`src/rtl/arb_req_agent_if.sv`:
```
// arb_req_agent_if: job handshake, arbiter request/grant and fault flags of the requester agent
interface arb_req_agent_if #(
   parameter int LEN_W = 4
);
   logic [2:0] job_valid, job_ready, r, g, done, err_lost, err_timeout, err_spur;
   logic [3*LEN_W-1:0] job_len;
   logic err_multi;
   modport master (
      input job_valid, job_len, g,
      output job_ready, r, done, err_lost, err_timeout, err_spur, err_multi
   );
   modport slave (
      output job_valid, job_len, g,
      input job_ready, r, done, err_lost, err_timeout, err_spur, err_multi
   );
endinterface

```
`src/rtl/arb_req_agent.sv`:
```
// arb_req_agent: three per-client request FSMs driving arbiter r lines and checking its g lines
module arb_req_agent #(
   parameter int LEN_W = 4,
   parameter int WAIT_MAX = 16
) (
   input logic clk,
   input logic reset,
   arb_req_agent_if.master bus
);
   localparam int WW = WAIT_MAX > 1 ? $clog2(WAIT_MAX) : 1;
   typedef enum logic [1:0] {IDLE, REQ, OWN, GAP} state_t;
   state_t state [3];
   state_t state_n [3];
   logic [LEN_W-1:0] cnt [3];
   logic [LEN_W-1:0] cnt_n [3];
   logic [LEN_W-1:0] len [3];
   logic [WW-1:0] wcnt [3];
   logic [WW-1:0] wcnt_n [3];
   logic [2:0] done_n, lost_n, to_n, spur_n;
   logic multi;
   assign multi = (bus.g[0] & bus.g[1]) | (bus.g[0] & bus.g[2]) | (bus.g[1] & bus.g[2]);
   always_comb begin
      done_n = '0;
      lost_n = '0;
      to_n = '0;
      spur_n = '0;
      bus.r = '0;
      bus.job_ready = '0;
      for (int i = 0; i < 3; i++) begin
         state_n[i] = state[i];
         cnt_n[i] = cnt[i];
         wcnt_n[i] = wcnt[i];
         len[i] = bus.job_len[i*LEN_W +: LEN_W];
         bus.r[i] = state[i] == REQ || state[i] == OWN;
         bus.job_ready[i] = state[i] == IDLE;
         // cnt holds L-1 from accept onward, so no separate length register is needed
         case (state[i])
            IDLE: begin
               spur_n[i] = bus.g[i];
               if (bus.job_valid[i]) begin
                  state_n[i] = REQ;
                  cnt_n[i] = len[i] == '0 ? '0 : len[i] - 1'b1;
                  wcnt_n[i] = '0;
               end
            end
            REQ:
               if (bus.g[i]) state_n[i] = OWN;
               else if (WAIT_MAX != 0 && wcnt[i] == WW'(WAIT_MAX - 1)) begin
                  state_n[i] = GAP;
                  to_n[i] = 1'b1;
               end else wcnt_n[i] = wcnt[i] + 1'b1;
            OWN:
               if (!bus.g[i]) begin
                  state_n[i] = GAP;
                  lost_n[i] = 1'b1;
               end else if (cnt[i] == '0) begin
                  state_n[i] = GAP;
                  done_n[i] = 1'b1;
               end else cnt_n[i] = cnt[i] - 1'b1;
            default: state_n[i] = IDLE;
         endcase
      end
   end
   always_ff @(posedge clk) begin
      for (int i = 0; i < 3; i++) begin
         state[i] <= reset ? IDLE : state_n[i];
         cnt[i] <= reset ? '0 : cnt_n[i];
         wcnt[i] <= reset ? '0 : wcnt_n[i];
      end
      bus.done <= reset ? '0 : done_n;
      bus.err_lost <= reset ? '0 : bus.err_lost | lost_n;
      bus.err_timeout <= reset ? '0 : bus.err_timeout | to_n;
      bus.err_spur <= reset ? '0 : bus.err_spur | spur_n;
      bus.err_multi <= reset ? 1'b0 : bus.err_multi | multi;
   end
endmodule

```
`src/flat_wrapper.sv`:
```
// flat-port wrapper written by rule: the top's interface ports become plain ports
module arb_req_agent_flat 
#(
   parameter int LEN_W = 4,
   parameter int WAIT_MAX = 16
)
  (clk, reset, bus_job_valid, bus_job_len, bus_g, bus_job_ready, bus_r, bus_done, bus_err_lost, bus_err_timeout, bus_err_spur, bus_err_multi);
  arb_req_agent_if #(.LEN_W(LEN_W)) bus_i ();
  input logic clk;
  input logic reset;
  input wire logic [$bits(bus_i.job_valid)-1:0] bus_job_valid;
  input wire logic [$bits(bus_i.job_len)-1:0] bus_job_len;
  input wire logic [$bits(bus_i.g)-1:0] bus_g;
  output wire logic [$bits(bus_i.job_ready)-1:0] bus_job_ready;
  output wire logic [$bits(bus_i.r)-1:0] bus_r;
  output wire logic [$bits(bus_i.done)-1:0] bus_done;
  output wire logic [$bits(bus_i.err_lost)-1:0] bus_err_lost;
  output wire logic [$bits(bus_i.err_timeout)-1:0] bus_err_timeout;
  output wire logic [$bits(bus_i.err_spur)-1:0] bus_err_spur;
  output wire logic [$bits(bus_i.err_multi)-1:0] bus_err_multi;
  assign bus_i.job_valid = bus_job_valid;
  assign bus_i.job_len = bus_job_len;
  assign bus_i.g = bus_g;
  assign bus_job_ready = bus_i.job_ready;
  assign bus_r = bus_i.r;
  assign bus_done = bus_i.done;
  assign bus_err_lost = bus_i.err_lost;
  assign bus_err_timeout = bus_i.err_timeout;
  assign bus_err_spur = bus_i.err_spur;
  assign bus_err_multi = bus_i.err_multi;
  arb_req_agent #(.LEN_W(LEN_W), .WAIT_MAX(WAIT_MAX)) u_core (.clk(clk), .reset(reset), .bus(bus_i));
endmodule
```
`config.mk`:
```
export PLATFORM = sky130hd
export DESIGN_NAME = arb_req_agent_flat
export DESIGN_NICKNAME = d
export VERILOG_FILES = /design/src/rtl/arb_req_agent_if.sv /design/src/rtl/arb_req_agent.sv /design/src/flat_wrapper.sv
export SDC_FILE = /design/constraint.sdc
export NUM_CORES = 1
export LEC_CHECK = 0
export ABC_CLOCK_PERIOD_IN_PS = 2300
export BUFFER_PORTS_ARGS = -buffer_cell sky130_fd_sc_hd__buf_2
export CAP_MARGIN = 30
export CORE_AREA = 2 2 63 110
export CTS_BUF_LIST = sky130_fd_sc_hd__clkbuf_16
export DETAILED_ROUTE_END_ITERATION = 6
export DIE_AREA = 0 0 65 112
export PLACE_DENSITY_LB_ADDON = 0.1
export SKIP_LAST_GASP = 1
export SLEW_MARGIN = 20
export SYNTH_ARGS = -nofsm -noshare
export SYNTH_HDL_FRONTEND = slang
export SYNTH_SLANG_ARGS = --single-unit
```
`constraint.sdc`:
```
create_clock -name clk -period 2.3 [get_ports clk]
set_input_delay 0.46 -clock clk [delete_from_list [all_inputs] [get_ports clk]]
set_output_delay 0.46 -clock clk [all_outputs]
set_load 0.1 [all_outputs]
```
==> summary.txt <==
Launch point of the worst reg-to-reg path: u_core.cnt[0][4]
Io pins: 39
Critical Path Sink Type: output port
Dpl ws: 378.4 ps
Via count: 2260
RePlAce Congestion: 0.8044
NumNets Final: 377
Synthesized net count: 342
Inserted Diodes: 0
Status: finished, final reports clean
Die area: 0.007280 sq mm
Most frequent cells in the layout: dfxtp_1 (43), buf_2 (38), nor2_1 (29), inv_1 (26), a21oi_1 (26)
HP Start: u_core.bus.err_lost[1]
Most common cell after layout, fill and taps aside: dfxtp_1
Initial Util: 38.89%
CTS tree: done
RSZ-0062 raised after global routing: no
Total setup buffers inserted after CTS: 0
Start point of the critical path: u_core.state[0][0]
Final ANT Viol Nets: 0
First-pass GRT wire length: 9411 microns
HPWL Detailed: 4305 microns
Max-Slew Margin vs Limit: 60.96%
Clk pin slew, worst setup/hold paths: 60 ps
Clock share of power: 15.9%
Power Density: 1448 mW/mm^2
Critical Path RT: 1840 ps
Gr ovfl total: 0
Leak pwr: 1.195 nW
Most used DFF post-synth: dfxtp_1
Iteration-0 DRC Markers: 69
IO Port Bufs: 38
Crit path max fanout: 8
Drt pass-1 iters: 4
Drt via density: 5.381
Sw frac: 51.88%
Fill cells: 673
Length in cells of the worst reg-to-reg path: 6
Share of layout cells above drive strength 1: 16.86%
Final cycle utilization of the critical path: 86.10%
Antenna violations before repair: 0
Count of pins over their slew limit: 0
Hold path cells: 2
Mapped Area: 0.002486 sq mm
Combinational Power Share: 58.9%
Max Clock Skew: 2.562 ps
Number of global-route vias before repair: 2136
Die height: 112 microns
Flop pwr share: 25.2%
DRC viols: 0
Cells after Synth: 304
Worst-margin pin slew: 578.2 ps
Clk sinks: 43
Yosys cell types: 51
Clock Latency Late Sink: 280 ps
Pint: 2.002 mW
Clk buf depth: 2
Die extent in x: 65 microns
Setup TNS: 0 ps
Kind of critical path: flop to output port
Final WL: 5751 microns
GRT Total Usage: 16.61%
Final WS setup: 319.7 ps
Psw: 2.158 mW
WP data arrival: 1520 ps
Root Driver: clkbuf_16
Minimum clock period: 1980 ps
CTS buffer count: 5
Setup violators final: 0
Seq/Total Area, Yosys: 34.63%
HP Class: flop to flop
Final Hold Vio Count: 0
Async set or reset register ratio after synthesis: 0%
Yosys warns: 0
Placeable Area: 0.006392 sq mm
Post-CTS sizing: 0
Hold bufs inserted after CTS: 0
Max-cap viol count: 0
FP Rows: 39
Synthesized flop and latch total: 43
EDFF count, synth: 0
DR WL/cell: 13.69 microns
Syn Area/Cell: 8.178 sq um
Synth-to-Final Area Change: 15.55%
Peak VDD IR: 0.0009436 V
Pin count of the biggest net entering global routing: 35
Startpoint types: flop
Max Freq: 505.0 MHz
# H-tree levels: 2
synth_stat cells (all sizes together) (6+ instances only):
library cell,count,area (sq um)
nand2,21,78.83
ha,18,225.2
nor2b,6,37.54
nor2,29,108.9
a21oi,26,130.1
nand2b,8,50.05
inv,25,93.84
clkbuf,10,37.54
a211oi,6,45.04
dfxtp,43,860.8
nor3,12,60.06
o21ai,17,85.08
o211ai,6,45.04
worst max-delay path, stage by stage (launching register included):
cell	delay [ps]
dfxtp_1	340
inv_1	90
ha_1	320
buf_2	490
sequential cells by signal, indices dropped and copies added, names as in the netlist:
name                    cells
u_core.state                6
u_core.bus.err_lost         3
u_core.bus.err_spur         3
u_core.wcnt                12
u_core.bus.err_multi        1
u_core.bus.err_timeout      3
u_core.cnt                 12
u_core.bus.done             3
final cells by class:
type / count / area (sq um) / share of cell area [%]
Multi-Input combinational cell: 223 / 1474 / 51.31
Clock inverter: 1 / 3.754 / 0.1307
Clock buffer: 5 / 125.1 / 4.355
Sequential cell: 43 / 860.8 / 29.97
Timing Repair Buffer: 41 / 212.7 / 7.404
Inverter: 25 / 93.84 / 3.267
Tap cell: 82 / 102.6 / 3.571
through the flow:
step / total power, mW / area (sq um) / hold slack, ps / instances / util [%]
2_1_floorplan: 3.150 / 2489 / 422.9 / 304 / -
3_3_place_gp: 3.518 / 2744 / 436.8 / 414 / 42.92
3_5_place_dp: 3.515 / 2744 / 442.8 / 414 / 42.92
4_1_cts: 4.199 / 2873 / 451.4 / 420 / 44.94
5_1_grt: 4.451 / 2873 / 483.0 / 420 / 44.94
6_report: 4.160 / 2873 / 443.7 / 420 / 44.94
routing by layer:
| metal | global-route usage (%) | vias to the layer above | wire [microns] |
|---|---|---|---|
| met2 | 31.41 | 28 | 3138 |
| met5 | 0 | - | 0 |
| met3 | 3.333 | 9 | 149 |
| li1 | - | 1169 | - |
| met1 | 17.05 | 1054 | 2334 |
| met4 | 6.950 | 0 | 128 |
logic make-up (layout without fill, tap and decap cells):
family                     count (synthesis)  after routing  share of synthesized area (%)
buffers and inverters                     38             72                          6.190
xor gates and xnor gates                   5              5                          1.762
and+or+nand+nor                          104            104                          21.49
AOI/OAI and AO/OA                         89             89                          23.96
DFF                                       43             43                          34.63
adders and majority gates                 18             18                          9.059
muxes                                      7              7                          2.919
power by group through the flow:
stage	Clock [mW]	Combinational (mW)	Sequential, mW
finish	0.663	2.45	1.05
CTS	0.683	2.47	1.05
floorplan	0	1.90	1.25
global route	0.716	2.66	1.07
global placement	0	2.46	1.06
detailed placement	0	2.45	1.06
worst paths after layout:
path                            end  slack (ps)
max                bus_job_ready[0]         320
min          u_core.bus.err_lost[1]         440
max reg2reg      u_core.state[0][2]         370
min reg2reg  u_core.bus.err_lost[1]         440
No activity file was read; power rests on OpenSTA's default activity.
